<file path="src/rtl/bitblock_n.sv">
// bitblock_n: LANES-wide bit-serial MAC slice sharing one LSB-first activation stream
module bitblock_n #(
    parameter int W     = 4,
    parameter int XBITS = 8,
    parameter int ACC_W = 16,
    parameter int LANES = 4,
    parameter int SAT   = 0
) (
    input  logic                   clk,
    input  logic                   rstn,
    input  logic                   start,
    input  logic                   clear,
    input  logic                   sgn,
    input  logic [LANES*W-1:0]     yi,
    output logic [LANES*W-1:0]     yo,
    input  logic                   x_bit,
    input  logic                   x_valid,
    output logic                   x_ready,
    output logic [LANES*ACC_W-1:0] acc_out,
    output logic [LANES-1:0]       ovf,
    output logic                   out_valid,
    input  logic                   out_ready,
    output logic                   busy
);
    localparam int IW = ACC_W + W + XBITS + 2;
    localparam int KW = $clog2(XBITS);
    typedef enum logic [1:0] {IDLE, RUN, DONE} state_t;
    state_t             state_q, state_d;
    logic [KW-1:0]      k_q, k_d;
    logic               sgn_q, sgn_d;
    logic [LANES*W-1:0] yo_q, yo_d;
    logic               x_ready_q, out_valid_q, busy_q;
    logic               take, last, clr, step;
    assign take      = (state_q == RUN) && x_valid;
    assign last      = k_q == KW'(XBITS - 1);
    assign clr       = (state_q == IDLE) && start && clear;
    assign step      = take && x_bit;
    assign yo        = yo_q;
    assign x_ready   = x_ready_q;
    assign out_valid = out_valid_q;
    assign busy      = busy_q;
    // sequencing: latch pass setup on start, count accepted bits, hand off the result
    always_comb begin
        state_d = state_q;
        k_d     = k_q;
        sgn_d   = sgn_q;
        yo_d    = yo_q;
        if (state_q == IDLE && start) begin
            state_d = RUN;
            k_d     = '0;
            sgn_d   = sgn;
            yo_d    = yi;
        end
        if (take) begin
            k_d     = k_q + 1'b1;
            state_d = last ? DONE : RUN;
        end
        if (state_q == DONE && out_ready) state_d = IDLE;
    end
    // control state and status outputs, registered from the next state
    always_ff @(posedge clk or negedge rstn) begin
        if (!rstn) begin
            state_q     <= IDLE;
            k_q         <= '0;
            sgn_q       <= 1'b0;
            yo_q        <= '0;
            x_ready_q   <= 1'b0;
            out_valid_q <= 1'b0;
            busy_q      <= 1'b0;
        end else begin
            state_q     <= state_d;
            k_q         <= k_d;
            sgn_q       <= sgn_d;
            yo_q        <= yo_d;
            x_ready_q   <= state_d == RUN;
            out_valid_q <= state_d == DONE;
            busy_q      <= state_d != IDLE;
        end
    end
    for (genvar i = 0; i < LANES; i++) begin : g_lane
        logic [W-1:0]     w;
        logic [ACC_W-1:0] acc_q, acc_d, bound, nxt;
        logic [IW-1:0]    w_ext, a_ext, term, sum;
        logic             ovf_q, ovf_d, oor;
        assign w = yo_q[i*W +: W];
        // exact wide step; the MSB of a signed activation carries negative weight
        always_comb begin
            w_ext = {{(IW-W){w[W-1] & sgn_q}}, w};
            a_ext = {{(IW-ACC_W){acc_q[ACC_W-1] & sgn_q}}, acc_q};
            term  = w_ext << k_q;
            sum   = (sgn_q && last) ? a_ext - term : a_ext + term;
            oor   = sgn_q ? (|sum[IW-1:ACC_W-1] && !(&sum[IW-1:ACC_W-1])) : |sum[IW-1:ACC_W];
            bound = sgn_q ? {sum[IW-1], {(ACC_W-1){~sum[IW-1]}}} : {ACC_W{~sum[IW-1]}};
            nxt   = (SAT != 0 && oor) ? bound : sum[ACC_W-1:0];
            acc_d = clr ? '0 : step ? nxt : acc_q;
            ovf_d = clr ? 1'b0 : step ? (ovf_q | oor) : ovf_q;
        end
        // per-lane accumulator and sticky overflow
        always_ff @(posedge clk or negedge rstn) begin
            if (!rstn) begin
                acc_q <= '0;
                ovf_q <= 1'b0;
            end else begin
                acc_q <= acc_d;
                ovf_q <= ovf_d;
            end
        end
        assign acc_out[i*ACC_W +: ACC_W] = acc_q;
        assign ovf[i]                    = ovf_q;
    end
endmodule

</file>
<file path="config.mk">
export PLATFORM = sky130hd
export DESIGN_NAME = bitblock_n
export DESIGN_NICKNAME = d
export VERILOG_FILES = /design/src/rtl/bitblock_n.sv
export SDC_FILE = /design/constraint.sdc
export NUM_CORES = 1
export LEC_CHECK = 0
export CAP_MARGIN = 10
export CORE_MARGIN = 2
export CORE_UTILIZATION = 60
export CTS_BUF_LIST = sky130_fd_sc_hd__clkbuf_8
export CTS_CLUSTER_DIAMETER = 100
export DETAILED_ROUTE_END_ITERATION = 10
export PLACE_DENSITY = 0.86
export SETUP_SLACK_MARGIN = 0.5
export SLEW_MARGIN = 5
export SYNTH_ARGS = -nofsm -noshare
export SYNTH_HDL_FRONTEND = slang
export SYNTH_SLANG_ARGS = --single-unit
</file>
<file path="constraint.sdc">
create_clock -name clk -period 6.55 [get_ports clk]
set_clock_uncertainty 0.2 [all_clocks]
set_input_delay 1.31 -clock clk [delete_from_list [all_inputs] [get_ports clk]]
set_output_delay 1.31 -clock clk [all_outputs]
set_load 0.01 [all_outputs]
</file>
== Word-level counts from Yosys, hierarchy flattened ==
Index checks and enable logic that the tools add are counted.

* Flip-flop bits (word level): 93
* Output and inout bits: 87
* Input bits: 24

* Equal/unequal tests: 5
* Shift-type cells: 4
* Mux-type cells: 30
* $add $sub $neg: 9
* Reductions and logical operators: 30
* Bitwise gates (word level): 12

{| class="wikitable"
|+ Operators with widths
! cell !! number
|-
| $mux W16 || 8
|-
| $add A30 B30 Y30 || 4
|-
| $mux W30 || 4
|-
| $shl A30 B3 Y30 || 4
|-
| $sub A30 B30 Y30 || 4
|-
| $reduce_and A15 Y1 || 4
|-
| $reduce_or A15 Y1 || 4
|-
| $reduce_or A14 Y1 || 4
|-
| $mux W1 || 12
|-
| $logic_and A1 B1 Y1 || 10
|-
| $and A1 B1 Y1 || 8
|-
| $mux W2 || 4
|-
| $mux W3 || 2
|-
| $reduce_bool A2 Y1 || 3
|-
| $eq A2 B1 Y1 const B || 2
|-
| $eq A2 B2 Y1 const B || 2
|-
| $logic_not A1 Y1 || 4
|-
| $or A1 B1 Y1 || 4
|-
| $add A3 B1 Y3 const B || 1
|-
| $eq A3 B3 Y1 const B || 1
|-
| $logic_not A2 Y1 || 1
|}

== Logic depth before layout (Yosys ltp) ==
* Word-level depth: 11
* Gate-level depth with buffers: 26
* Gate-level depth less buffers: 23

== Least setup slack after synthesis ==
OpenSTA, ideal clock, no wires.

* Kind: flip-flop to flip-flop
* Start point: register k_q[0]
* End point: register g_lane[0].ovf_q
* Required time: 6.230 ns
* Stages on the path, launching flop included: 23
* Buffers on the path: 2
* Data arrival time: 5.059 ns
* Slack: 1.171 ns
* Cell sequence: dfrtp_1 -> buf_1 -> mux2_2 -> nand2_1 -> ha_1 -> nand3b_1 -> or3_1 -> nor2_1 -> nand3_1 -> ha_1 -> a21o_1 -> ha_1 -> buf_2 -> nand4_1 -> or4_4 -> a2bb2oi_2 -> o21ai_2 -> nor3_1 -> a2111oi_1 -> and4b_1 -> nand4b_1 -> or4_1 -> o211a_1

* Word-level cells in the longest chain between the ends: 10
* Elaborated cells on any way between the ends: 15
* Classes of those cells: 2 x add/sub; 1 x eq/ne; 1 x shift; 4 x mux; 1 x bitwise; 6 x reduce/logical

{| class="wikitable"
|+ Ends and longest elaborated chain
! item !! RTL line !! RTL
|-
| from (decl) || 29 || <nowiki>logic [KW-1:0] k_q, k_d;</nowiki>
|-
| from (signal assigned) || 72 || <nowiki>k_q <= k_d;</nowiki>
|-
| $shl A30 B3 Y30 or $eq A3 B3 Y1 (tied branches) || 90, 35 ||
|-
| $add A30 B30 Y30, or another cell as far along || 91 || <nowiki>sum = (sgn_q && last) ? a_ext - term : a_ext + term;</nowiki>
|-
| $mux W30 (*) || 91 ||
|-
| $reduce_and A15 Y1 || 92 || <nowiki>oor = sgn_q ? (|sum[IW-1:ACC_W-1] && !(&sum[IW-1:ACC_W-1])) : |sum[IW-1:ACC_W];</nowiki>
|-
| $logic_not A1 Y1 || 92 ||
|-
| $logic_and A1 B1 Y1 || 92 ||
|-
| $mux W1 (*) || 92 ||
|-
| $or A1 B1 Y1 (*) || 96 || <nowiki>ovf_d = clr ? 1'b0 : step ? (ovf_q | oor) : ovf_q;</nowiki>
|-
| $mux W1 (*) (2 in series) || 96 ||
|-
| to (signal assigned) || 105 || <nowiki>ovf_q <= ovf_d;</nowiki>
|-
| to (decl) || 84 || <nowiki>logic ovf_q, ovf_d, oor;</nowiki>
|}

Every way passes the cells marked *; elsewhere a longest branch is shown, timed or not. The select of a mux whose other input is x is not followed.
A chain may end at the register's enable or synchronous reset.

== Worst setup path in the final report ==
* Start point: register k_q[1]
* End point: register g_lane[1].ovf_q

* Word-level cells in the longest chain between the ends: 10
* Elaborated cells on any way between the ends: 15
* Classes of those cells: 2 x add/sub; 1 x eq/ne; 1 x shift; 4 x mux; 1 x bitwise; 6 x reduce/logical

{| class="wikitable"
|+ Ends and longest elaborated chain
! item !! RTL line
|-
| $shl A30 B3 Y30 or $eq A3 B3 Y1 (tied branches) || 90, 35
|-
| $add A30 B30 Y30, or another cell as far along || 91
|-
| $mux W30 (*) || 91
|-
| $reduce_and A15 Y1 || 92
|-
| $logic_not A1 Y1 || 92
|-
| $logic_and A1 B1 Y1 || 92
|-
| $mux W1 (*) || 92
|-
| $or A1 B1 Y1 (*) || 96
|-
| $mux W1 (*) (2 in series) || 96
|-
| to (signal assigned) || 105
|-
| to (decl) || 84
|}

Marked as above.

==> metrics.txt <==
DR vias/cell=6.597; Synth area leaders=dfrtp_1 (18%), ha_1 (12%), a21oi_1 (7.3%); core area=21760 um^2; Worst-Margin Slew=988.4 ps; sequential cell area=2328 um^2; final period utilization=between 80% and 90%; Post-synth EDFFs=0; Area Overhead vs Synth=11.08%; crit end category=register; Distinct cells, synth=95; vias in the first global route=around 13k; total track usage=between 30% and 40%; clk_lat worst skew=400 ps; Reg2Reg Capture Point=g_lane[1].ovf_q; Final Setup Violations=0; ANT nets after route=0; root buffer cell=clkbuf_8; clk sinks=93; Synth top cells by count=a21oi_1 (194), nand2_1 (192), o21ai_0 (153); share of layout cells above drive strength 1=6.368%; WHS Endpoint=g_lane[2].acc_q[8]; critical path data arrival time=5810 ps; Starting Density=61.02%; I/O Buffers=110; row count=54; Relative slew margins=around a third; multi-input logic area=10410 um^2; antenna cells=0; Synth Register Bits=93; DRC Markers=0; Final min period=~5700 ps; WHS Path Cells=2; CP Launch Type=register; reg2reg start=k_q[1]; Max Freq=175.1 MHz; clock-pin slew on the worst setup and hold paths=between 100 and 150 ps; synth warn=0; Avg Inst Size Synth=7.315 um^2; pin count of the biggest net entering global routing=98; RSZ-0062 raised after global routing=true; outcome=finished clean; # fillers=1878; R2R Setup Slk=840 ps; CP max FO=24; Final Wtd Congestion=0.9829; Synth Cell Area=13280 um^2; Synth Net Count=~2.0k; total die area=23330 um^2; top_reg_cell synth=dfrtp_1; htree depth=3; Detail Placement HPWL=a little over 30 mm; Setup CP Type=register to register; Die Ht=152.8 um; CTS tree=built; worst hold path type=register to register; reg2reg path depth=20; Seq/Total Area, Yosys=17.53%; initial antenna violation count=0; post-synthesis async set-or-reset flop share=100.0%; first-pass detailed-route iteration total=7; required time worst endpoint=6650 ps; max-slew violations=0; Nets=2006; Crit. Startpoint=k_q[1]; Yosys top cell by area=dfrtp_1; wirelength, routed=40.50 mm; count leader, synth=a21oi_1; Synth Instances=between 1.5k and 2k; Hold Crit Start=g_lane[2].acc_q[8]; DR iter-0 viols=1190; setup TNS=0 ps; Clock Tree Buf Depth=2; # IOs=111; Die W=152.8 um; grt ovf=0; WL per Instance=18.99 um; first-pass GRT wire length=between 60 and 70 mm; maxcap violations=0; post-synth top area share=approximately 18%; count of final hold-check violations=0; total CTS buffers=9; Vias=between 10k and 15k
## through the flow
stage | instance area [um^2] | worst slack, ps | util [%] | instances | hold WS (ps)
floorplan | 13280 | 1171 | - | 1815 | 339.1
global placement | 14420 | 827.1 | 66.26 | 2113 | 303.0
detailed placement | 14420 | 587.8 | 66.26 | 2113 | 316.6
CTS | 14640 | 566.4 | 67.29 | 2129 | 338.7
global route | 14750 | 472.6 | 67.79 | 2133 | 365.9
finish | 14750 | 839.9 | 67.79 | 2133 | 341.9
## cell type report
cell class,instances,area share (%)
clock buffers,9,0.8399
multi-input cells,1568,70.61
inverters,44,1.120
flip-flops and latches,93,15.79
well taps,280,2.375
clock inverters,7,0.6702
repair buffers,132,8.594
## state kept, by name (all words and copies together), names as in the netlist
name and flops:
busy 1, g_lane.acc_q 64, g_lane.ovf_q 4, k_q 3, out_valid 1, sgn_q 1
state_q 2, x_ready 1, yo 16
## worst max-delay path, stage by stage (launching register included)
cell	delay, ps
dfrtp_2	470
buf_6	230
nand2_1	170
o22a_1	200
o21ai_0	120
o22ai_1	200
nor3b_1	530
nand3_2	250
ha_1	340
a21o_1	180
ha_1	400
nand2_1	110
nor2_1	210
o211ai_1	160
nand3b_1	210
a31oi_1	130
xnor2_1	170
or4_1	540
or4_1	400
nor4bb_1	290
nor3_1	80
## how the worst max path moves through the flow
stage                     cells after the start              end
final                                        20  g_lane[1].ovf_q
after global placement                       22  g_lane[1].ovf_q
after detailed placement                     23  g_lane[0].ovf_q
after CTS                                    23  g_lane[0].ovf_q
after floorplan                              22  g_lane[0].ovf_q
after global routing                         21  g_lane[0].ovf_q
## what timing repair did
item	4_1_cts	5_1_grt
endpoints found under the setup margin	0	4
gates resized for setup	0	19
setup buffers	0	4
hold buffers	0	0
## kinds of logic (layout without fill, tap and decap cells)
family,Yosys count,count (layout),share of synthesized area (%)
adders and majority gates,134,134,12.85
muxes,41,41,3.280
xor gates and xnor gates,116,116,7.652
and+or+nand+nor,659,659,24.76
DFF,93,93,17.53
buffers and inverters,154,192,4.769
AOI/OAI and AO/OA,618,618,29.16
## layout by cell type, fill, tap and decap left out, drive strengths merged, types with 9 or more instances in the layout
cell           count
mux2i             21
xor2              50
clkdlybuf4s50    109
o211ai            10
a22o              10
and3              24
a21o              42
nor3b             12
nor3              33
and2              24
o21a              27
nor2             137
xnor2             66
a21oi            200
nor4              12
dfrtp             93
o31ai             11
a31oi             34
a211oi            22
clkbuf             9
nor2b             20
nand4             26
ha               130
nand2            194
o21ai            169
nand3             82
or3               12
inv               44
o21bai            12
nand2b            40
buf               23
mux2              20
## metal layers
metal  vias to the layer above  part of all wire [%]  GRT usage [%]
met3                        83                   8.0          5.717
li1                       6742                     -              -
met1                      6595                    45          47.18
met2                       651                    44          54.03
met4                         0                   2.6          9.700
met5                         -                     0              0
Power is left out: the tool's default activity adds up to more than one toggle a clock period on the data nets, which glitch-free logic cannot reach.
